<file path="config.mk">
export PLATFORM = sky130hd
export DESIGN_NAME = cache_ctrl
export DESIGN_NICKNAME = d
export VERILOG_FILES = /design/src/rtl/cache_pkg.sv /design/src/rtl/cache_tag_store.sv /design/src/rtl/cache_ctrl.sv
export SDC_FILE = /design/constraint.sdc
export NUM_CORES = 2
export LEC_CHECK = 0
export BUFFER_PORTS_ARGS = -buffer_cell sky130_fd_sc_hd__buf_2
export CELL_PAD_IN_SITES_DETAIL_PLACEMENT = 1
export CELL_PAD_IN_SITES_GLOBAL_PLACEMENT = 1
export CORE_MARGIN = 2
export CORE_UTILIZATION = 55
export DETAILED_ROUTE_END_ITERATION = 8
export PLACE_DENSITY = 0.84
export SLEW_MARGIN = 25
export SYNTH_ARGS = -nofsm -noshare
export SYNTH_HDL_FRONTEND = slang
export SYNTH_HIERARCHICAL = 1
export SYNTH_SLANG_ARGS = --single-unit
</file>
<file path="constraint.sdc">
create_clock -name clk -period 5 [get_ports clk]
set_input_delay 0.25 -clock clk [delete_from_list [all_inputs] [get_ports clk]]
set_output_delay 0.25 -clock clk [all_outputs]
set_load 0.1 [all_outputs]
</file>
<file path="src/rtl/cache_pkg.sv">
`default_nettype none
// ============================================================================
// Module : cache_pkg
// Desc   : Shared state encoding, geometry helpers and address-field extractors
//          for the direct-mapped data-cache controller.
// Rev    : 1.0  initial release
// ============================================================================
package cache_pkg;

  typedef enum logic [1:0] {
    IDLE   = 2'd0,
    REFILL = 2'd1,
    WRITE  = 2'd2,
    DONE   = 2'd3
  } cache_state_t;

  function automatic int unsigned index_w(input int unsigned sets);
    return $clog2(sets);
  endfunction

  function automatic int unsigned tag_w(input int unsigned aw, input int unsigned sets);
    return aw - 2 - index_w(sets);
  endfunction

  // Extractors work on a zero-extended 64-bit address; callers size-cast the result.
  function automatic logic [63:0] addr_index(input logic [63:0] addr, input int unsigned sets);
    return (addr >> 2) & 64'(sets - 1);
  endfunction

  function automatic logic [63:0] addr_tag(input logic [63:0] addr, input int unsigned sets);
    return addr >> (2 + index_w(sets));
  endfunction

endpackage
`default_nettype wire

</file>
<file path="src/rtl/cache_tag_store.sv">
`default_nettype none
// ============================================================================
// Module : cache_tag_store
// Desc   : Valid bits and tag array; synchronous write/clear, combinational hit.
// Rev    : 1.0  initial release
// ============================================================================
module cache_tag_store #(
  parameter int unsigned SETS    = 64,
  parameter int unsigned INDEX_W = 6,
  parameter int unsigned TAG_W   = 24
) (
  input  logic               clk,
  input  logic               rst,
  input  logic               wr_en,
  input  logic [INDEX_W-1:0] wr_index,
  input  logic [TAG_W-1:0]   wr_tag,
  input  logic [INDEX_W-1:0] rd_index,
  input  logic [TAG_W-1:0]   rd_tag,
  output logic               hit
);

  logic [SETS-1:0]  valid_q;
  logic [SETS-1:0]  valid_d;
  logic [TAG_W-1:0] tag_mem [SETS];

  always_comb begin
    valid_d = valid_q;
    if (wr_en) begin
      valid_d[wr_index] = 1'b1;
    end
  end

  always_ff @(posedge clk) begin
    if (rst) begin
      valid_q <= '0;
    end else begin
      valid_q <= valid_d;
    end
  end

  always_ff @(posedge clk) begin
    if (wr_en) begin
      tag_mem[wr_index] <= wr_tag;
    end
  end

  assign hit = valid_q[rd_index] && (tag_mem[rd_index] == rd_tag);

endmodule
`default_nettype wire

</file>
<file path="src/rtl/cache_ctrl.sv">
`default_nettype none
// ============================================================================
// Module : cache_ctrl
// Desc   : Direct-mapped, write-through, no-write-allocate data-cache controller.
//          Define CACHE_STATS_EN to add saturating hit_cnt/miss_cnt outputs.
// Rev    : 1.0  initial release
// ============================================================================
module cache_ctrl
  import cache_pkg::*;
#(
  parameter int unsigned WD   = 32,
  parameter int unsigned AW   = 32,
  parameter int unsigned SETS = 64
) (
  input  logic          clk,
  input  logic          rst,
  input  logic          cpu_req,
  input  logic          cpu_we,
  input  logic [AW-1:0] cpu_addr,
  input  logic [WD-1:0] cpu_wdata,
  output logic          cpu_stall,
  output logic          hit,
  output logic [WD-1:0] cache_word,
  output logic [WD-1:0] mem_word,
  output logic          mem_req,
  output logic          mem_we,
  output logic [AW-1:0] mem_addr,
  output logic [WD-1:0] mem_wdata,
  input  logic [WD-1:0] mem_rdata,
`ifdef CACHE_STATS_EN
  output logic [31:0]   hit_cnt,
  output logic [31:0]   miss_cnt,
`endif
  input  logic          mem_ack
);

  localparam int unsigned INDEX_W = index_w(SETS);
  localparam int unsigned TAG_W   = tag_w(AW, SETS);

  cache_state_t state_q, state_d;
  logic          mem_req_q, mem_req_d;
  logic          mem_we_q, mem_we_d;
  logic [AW-1:0] mem_addr_q, mem_addr_d;
  logic [WD-1:0] mem_wdata_q, mem_wdata_d;
  logic [WD-1:0] mem_word_q, mem_word_d;
  logic          hit_entry_q, hit_entry_d;

  logic [WD-1:0]      data_mem [SETS];
  logic [INDEX_W-1:0] index;
  logic [TAG_W-1:0]   tag;
  logic               lookup_hit;
  logic               tag_wr;
  logic               data_wr;
  logic [WD-1:0]      data_wdata;

  assign index = INDEX_W'(addr_index(64'(cpu_addr), SETS));
  assign tag   = TAG_W'(addr_tag(64'(cpu_addr), SETS));

  cache_tag_store #(
    .SETS    (SETS),
    .INDEX_W (INDEX_W),
    .TAG_W   (TAG_W)
  ) u_tag_store (
    .clk      (clk),
    .rst      (rst),
    .wr_en    (tag_wr),
    .wr_index (index),
    .wr_tag   (tag),
    .rd_index (index),
    .rd_tag   (tag),
    .hit      (lookup_hit)
  );

  always_comb begin
    state_d     = state_q;
    mem_req_d   = mem_req_q;
    mem_we_d    = mem_we_q;
    mem_addr_d  = mem_addr_q;
    mem_wdata_d = mem_wdata_q;
    mem_word_d  = mem_word_q;
    hit_entry_d = hit_entry_q;
    cpu_stall   = 1'b0;
    tag_wr      = 1'b0;
    data_wr     = 1'b0;
    data_wdata  = cpu_wdata;

    case (state_q)
      IDLE: begin
        if (cpu_req && (cpu_we || !lookup_hit)) begin
          cpu_stall   = 1'b1;
          state_d     = cpu_we ? WRITE : REFILL;
          mem_req_d   = 1'b1;
          mem_we_d    = cpu_we;
          mem_addr_d  = {cpu_addr[AW-1:2], 2'b00};
          mem_wdata_d = cpu_wdata;
          hit_entry_d = lookup_hit;
        end
      end
      REFILL: begin
        cpu_stall = 1'b1;
        if (mem_ack) begin
          state_d    = DONE;
          mem_req_d  = 1'b0;
          mem_word_d = mem_rdata;
          tag_wr     = 1'b1;
          data_wr    = 1'b1;
          data_wdata = mem_rdata;
        end
      end
      WRITE: begin
        cpu_stall = 1'b1;
        if (mem_ack) begin
          state_d   = DONE;
          mem_req_d = 1'b0;
          mem_we_d  = 1'b0;
          // No-write-allocate: only a line that was resident at entry is updated.
          data_wr   = hit_entry_q;
        end
      end
      DONE:    state_d = IDLE;
      default: state_d = IDLE;
    endcase

    if (rst) begin
      cpu_stall = 1'b0;
      tag_wr    = 1'b0;
      data_wr   = 1'b0;
    end
  end

  always_ff @(posedge clk) begin
    if (rst) begin
      state_q     <= IDLE;
      mem_req_q   <= 1'b0;
      mem_we_q    <= 1'b0;
      mem_addr_q  <= '0;
      mem_wdata_q <= '0;
      mem_word_q  <= '0;
      hit_entry_q <= 1'b0;
    end else begin
      state_q     <= state_d;
      mem_req_q   <= mem_req_d;
      mem_we_q    <= mem_we_d;
      mem_addr_q  <= mem_addr_d;
      mem_wdata_q <= mem_wdata_d;
      mem_word_q  <= mem_word_d;
      hit_entry_q <= hit_entry_d;
    end
  end

  always_ff @(posedge clk) begin
    if (data_wr) begin
      data_mem[index] <= data_wdata;
    end
  end

  assign hit        = !rst && lookup_hit;
  assign cache_word = data_mem[index];
  assign mem_word   = mem_word_q;
  assign mem_req    = mem_req_q;
  assign mem_we     = mem_we_q;
  assign mem_addr   = mem_addr_q;
  assign mem_wdata  = mem_wdata_q;

`ifdef CACHE_STATS_EN
  logic [31:0] hit_cnt_q, hit_cnt_d;
  logic [31:0] miss_cnt_q, miss_cnt_d;

  // Load hits retire from IDLE; misses counted on entry to REFILL/WRITE.
  always_comb begin
    hit_cnt_d  = hit_cnt_q;
    miss_cnt_d = miss_cnt_q;
    if (state_q == IDLE && cpu_req) begin
      if (!cpu_we && lookup_hit && (hit_cnt_q != 32'hFFFF_FFFF)) begin
        hit_cnt_d = hit_cnt_q + 32'd1;
      end
      if (!lookup_hit && (miss_cnt_q != 32'hFFFF_FFFF)) begin
        miss_cnt_d = miss_cnt_q + 32'd1;
      end
    end
  end

  always_ff @(posedge clk) begin
    if (rst) begin
      hit_cnt_q  <= '0;
      miss_cnt_q <= '0;
    end else begin
      hit_cnt_q  <= hit_cnt_d;
      miss_cnt_q <= miss_cnt_d;
    end
  end

  assign hit_cnt  = hit_cnt_q;
  assign miss_cnt = miss_cnt_q;
`endif

endmodule
`default_nettype wire

</file>
==> qor.yml, run 1 <==
yosysWarnings: 6
track_usage_pct: 44.0
rows: 187
ys_types: 80
error: "Error: net1644 21 pin not visited #guides = 1019"
dp_hpwl_mm: 305
synth_mux_area_share_pct: 9.57
stop_stage: "detailed routing (5_2_route)"
yosysMostFrequentCell: "edfxtp_1"
yosys.area_share.simple_pct: 3.38
cts.sinks: 3747
place_inst: 11600
cts_buffer_depth: 4
yosysTopAreaCell: "edfxtp_1"
place_congestion: 0.934
synth_xor_area_share_pct: 0.184
root_buffer: "clkbuf_16"
antenna_found_initial: 66
synthFlopType: "edfxtp_1"
dieWidth_um: 514
synth_cells: 7723
synth_fa_ha_area_share_pct: 0.0438
synth_compound_area_share_pct: 7.52
yosysTopAreaCellShare_pct: 75.3
grt_max_degree: 108
synth_seq_cells: 3747
start_util_pct: 55.2
synth_area_um2: 143000
overflow: 0
grt_pass1_vias: 97500
avgSynthCellArea_um2: 18.5
grt_pass1_wl_mm: 805
synth-async-reset-ratio_pct: 0
synthTopCellsByArea: "edfxtp_1 (75%), mux4_2 (6.8%), a221oi_1 (2.5%)"
synth_edf_count: 3584
die_y_um: 514
ys_seq_area_share_pct: 77.5
ys_top_cells_by_count: "edfxtp_1 (3584), nor2_1 (471), mux4_2 (429)"
worstEndpointType: "primary output"
synth_top_family_by_area: "multiplexers"
numCtsBuffers: 373
io_buffers: 228
ios: 233
htreeDepth: 5
postGrtWorstEndpoint: "cpu_stall"
status: "aborted with a tool error"
placed_area_um2: 155000
logic make-up after synthesis:
group           after synthesis
compound gates             1472
simple gates               1125
flops                      3747
mux                         817
xor+xnor                     30
fa+ha+maj                     5
buf+inv                     526
other cells                   1
what timing repair did:
action	in CTS	in global routing
pin swaps	10	27
hold buffers	75	1
resized for setup	35	130
cloned	0	13
buffers inserted	2	5
endpoints found under the hold margin	260	43
endpoints found under the setup margin	65	77
metrics by stage:
| stage | setup slack [ns] | setup TNS [ns] |
|---|---|---|
| 2_1_floorplan | 0.0174 | 0 |
| 3_3_place_gp | -0.665 | -33.73 |
| 3_5_place_dp | -0.769 | -42.51 |
| 4_1_cts | -0.511 | -0.623 |
| 5_1_grt | -1.12 | -28.65 |
routing by layer:
| metal | track usage (%) |
|---|---|
| met5 | 0.0731 |
| met4 | 37.1 |
| met3 | 14.2 |
| met2 | 67.6 |
| met1 | 50.4 |
==> inputs of run 2 (changes only) <==
--- a/config.mk
+++ b/config.mk
@@ -6,12 +6,10 @@
 export NUM_CORES = 2
 export LEC_CHECK = 0
 export BUFFER_PORTS_ARGS = -buffer_cell sky130_fd_sc_hd__buf_2
-export CELL_PAD_IN_SITES_DETAIL_PLACEMENT = 1
-export CELL_PAD_IN_SITES_GLOBAL_PLACEMENT = 1
 export CORE_MARGIN = 2
-export CORE_UTILIZATION = 55
+export CORE_UTILIZATION = 40
 export DETAILED_ROUTE_END_ITERATION = 8
-export PLACE_DENSITY = 0.84
+export PLACE_DENSITY_LB_ADDON = 0.15
 export SLEW_MARGIN = 25
 export SYNTH_ARGS = -nofsm -noshare
 export SYNTH_HDL_FRONTEND = slang
==> run 2 against run 1 <==
The flow now finishes, with violations (setup timing). Area after synthesis unchanged. Global-route usage down 19 points. Synthesized cell count unchanged.
==> qor.yml, run 2 <==
die_y_um: 602  # +17%
p_total_mw: 72.8
drc_errors: 0
cp-start-kind: "register"
totalWireLength_mm: 468
r2r_cells: 18
htreeDepth: 5  # unchanged
root_buffer: "clkbuf_16"
synthFlopType: "edfxtp_1"
cp.arrival_ns: 4.91
r2r_slack_ns: 0.27
ios: 233  # unchanged
setup_violations: 1
r2r_end: "mem_req"
synth_seq_cells: 3747  # unchanged
drv_slew: 0
io_buffers: 228  # unchanged
cts_tree: "done"
place_congestion: 0.848  # -9.2%
synth-async-reset-ratio_pct: 0  # unchanged
dp_hpwl_mm: 292  # -4.2%
dp_slack_ns: -0.951  # -0.182 ns
die_area_um2: 362000
synth_area_um2: 143000  # unchanged
rows: 219  # +17%
ir_drop_mv: 0.337
relSlewSlack_pct: 24.2
ys_types: 80  # unchanged
layout.cells.most_common: "edfxtp_1"
ant_nets: 0
critPathCaptureType: "output port"
viasPerCell: 5.96
yosysTopAreaCell: "edfxtp_1"
layout_common_cells: "edfxtp_1 (3584), buf_4 (689), mux4_2 (429), a221oi_1 (413), clkbuf_16 (407)"
grt_max_degree: 117  # +8.3%
numCtsBuffers: 400  # +7.2%
holdPathStages: 4
violations: "setup timing"
p_per_area_nw_per_um2: 423
period_share_pct: 103
min-delay-start: "cpu_addr[9]"
hold_violations: 0
setup_slack_ns: -0.163
clkTransAtPathRegs_ns: 0.06
reg2reg_from: "u_tag_store/tag_mem[6][23]"
regMostFlops: "data_mem"
num-nets-final: 8898
start_util_pct: 40.2  # -15 points
antenna_found_initial: 11  # -83%
top_regs: "data_mem (2048), u_tag_store/tag_mem (1536), u_tag_store/valid_q (64)"
insertion_delay_ns: 0.99
ys_top_cells_by_count: "edfxtp_1 (3584), nor2_1 (471), mux4_2 (429)"
coreArea_um2: 356000
grt_pass1_vias: 81900  # -16%
final_layout_size_suffix_gt1_share_pct: 26.7
min_to: "mem_addr[9]"
drt_iter0_drc: 9102
num_vias: 82700
first_pass_iters: 6
overflow: 0  # unchanged
wl_per_cell_um: 33.7
status: "finished with violations"
clock.fmax_mhz: 194
yosysWarnings: 6  # unchanged
dieWidth_um: 602  # +17%
track_usage_pct: 25.4  # -19 points
ys_seq_area_share_pct: 77.5  # unchanged
synthTopCellsByArea: "edfxtp_1 (75%), mux4_2 (6.8%), a221oi_1 (2.5%)"
yosysTopAreaCellShare_pct: 75.3  # unchanged
synth_cells: 7723  # unchanged
finalClockSkew_ns: 0.0620
maxCapViolCount: 0
crit_type: "reg2out"
worst_pin_slew_ns: 1.13
path_max_fanout: 2
synth_edf_count: 3584  # unchanged
rsz0062_at_grt: "true"
yosysMostFrequentCell: "edfxtp_1"
cts.sinks: 3747  # unchanged
cts_buffer_depth: 4  # unchanged
crit_required_ns: 4.75
area.growth.synth_to_final_pct: 20.4
largest_reg_flops: 2048
fin_crit_ns: 5.16
fillers: 29500
placed_area_um2: 158000  # +2.0%
avgSynthCellArea_um2: 18.5  # unchanged
hp-class: "in2reg"
grt_pass1_wl_mm: 652  # -19%
stdcell_area_um2: 172000
power_leakage_nw: 55.9
[run 2: cell counts after synthesis]
Identical to the previous run, type by type.
[run 2: metrics by stage]
step | setup TNS, ns | hold WS [ns] | util [%] | std cells
floorplan | 0 | 0.349 | - | 7724
global placement | -53.52 | 0.441 | 44.4 | 13100
detailed placement | -55.83 | 0.443 | 44.4 | 13100
CTS | -0.363 | 0.000728 | 48.3 | 13900
global route | -0.338 | 0.0372 | 48.4 | 13900
finish | -0.163 | 0.0355 | 48.4 | 13900
[run 2: critical path: stages (launching register included)]
cell	delay, ns
edfxtp_1	0.39
mux4_2	0.46
mux4_2	0.53
mux2i_1	0.22
mux2i_1	0.15
xnor2_2	0.25
buf_4	0.19
nand2_4	0.05
a2111oi_4	0.27
nand4_1	0.20
nor4_4	0.30
buf_6	0.19
inv_2	0.05
o21ai_2	0.14
inv_2	0.05
and2_4	0.16
nor2_4	0.09
nor3_4	0.05
buf_12	0.20
[run 2: cells by family (layout without fill, tap and decap cells)]
family	Yosys count	count (layout)	share of synthesized area (%)
xor gates and xnor gates	30	30	0.184
adders and majority gates	5	5	0.0438
muxes	817	817	9.57
other	1	5	0.00262
DFF	3747	3747	77.5
and+or+nand+nor	1125	1125	3.38
AOI/OAI and AO/OA	1472	1472	7.52
buffers and inverters	526	1931	1.75
[run 2: area by class of cell]
type | count | area, µm² | share of cell area (%)
antenna | 3 | 7.51 | 0.00436
clock buffer | 500 | 10600 | 6.17
clock inverter | 239 | 2410 | 1.40
inverter | 14 | 57.6 | 0.0334
multi-input combinational | 3451 | 31000 | 18.0
sequential | 3747 | 111000 | 64.4
tap | 4751 | 5940 | 3.45
timing repair buffer | 1178 | 11300 | 6.54
[run 2: timing repair]
action                     CTS  global route
setup endpoints to repair   68             3
hold buffers                80             0
hold endpoints to repair   429             0
buffers inserted             2             0
resized for setup           24             6
pin swaps                    8             3
[run 2: power breakdown]
part | leakage (nW) | switching [mW] | internal, mW
combinational | 16.0 | 5.55 | 1.90
sequential | 33.5 | 0.0962 | 35.6
clock | 6.40 | 12.3 | 17.3
[run 2: worst max path at each step]
stage,start,end,slack (ns),depth (start not counted)
floorplan,cpu_addr[3],cpu_stall,0.02,18
global placement,cpu_addr[2],cpu_stall,-0.95,21
detailed placement,cpu_addr[2],cpu_stall,-0.95,21
CTS,u_tag_store/tag_mem[6][23],cpu_stall,-0.30,18
global route,u_tag_store/tag_mem[56][0],cpu_stall,-0.31,19
finish,u_tag_store/tag_mem[6][23],cpu_stall,-0.16,18
[run 2: layer usage]
layer | vias to the layer above | global-route usage, % | routed length [µm] | share of wire (%)
met5 | - | 0 | 14 | 0.0030
met4 | 2 | 7.49 | 14900 | 3.2
met3 | 718 | 3.37 | 30100 | 6.4
met2 | 3486 | 43.5 | 235000 | 50
met1 | 44500 | 33.7 | 189000 | 40
li1 | 34000 | - | - | -
No activity file was read; power rests on OpenSTA's default activity.
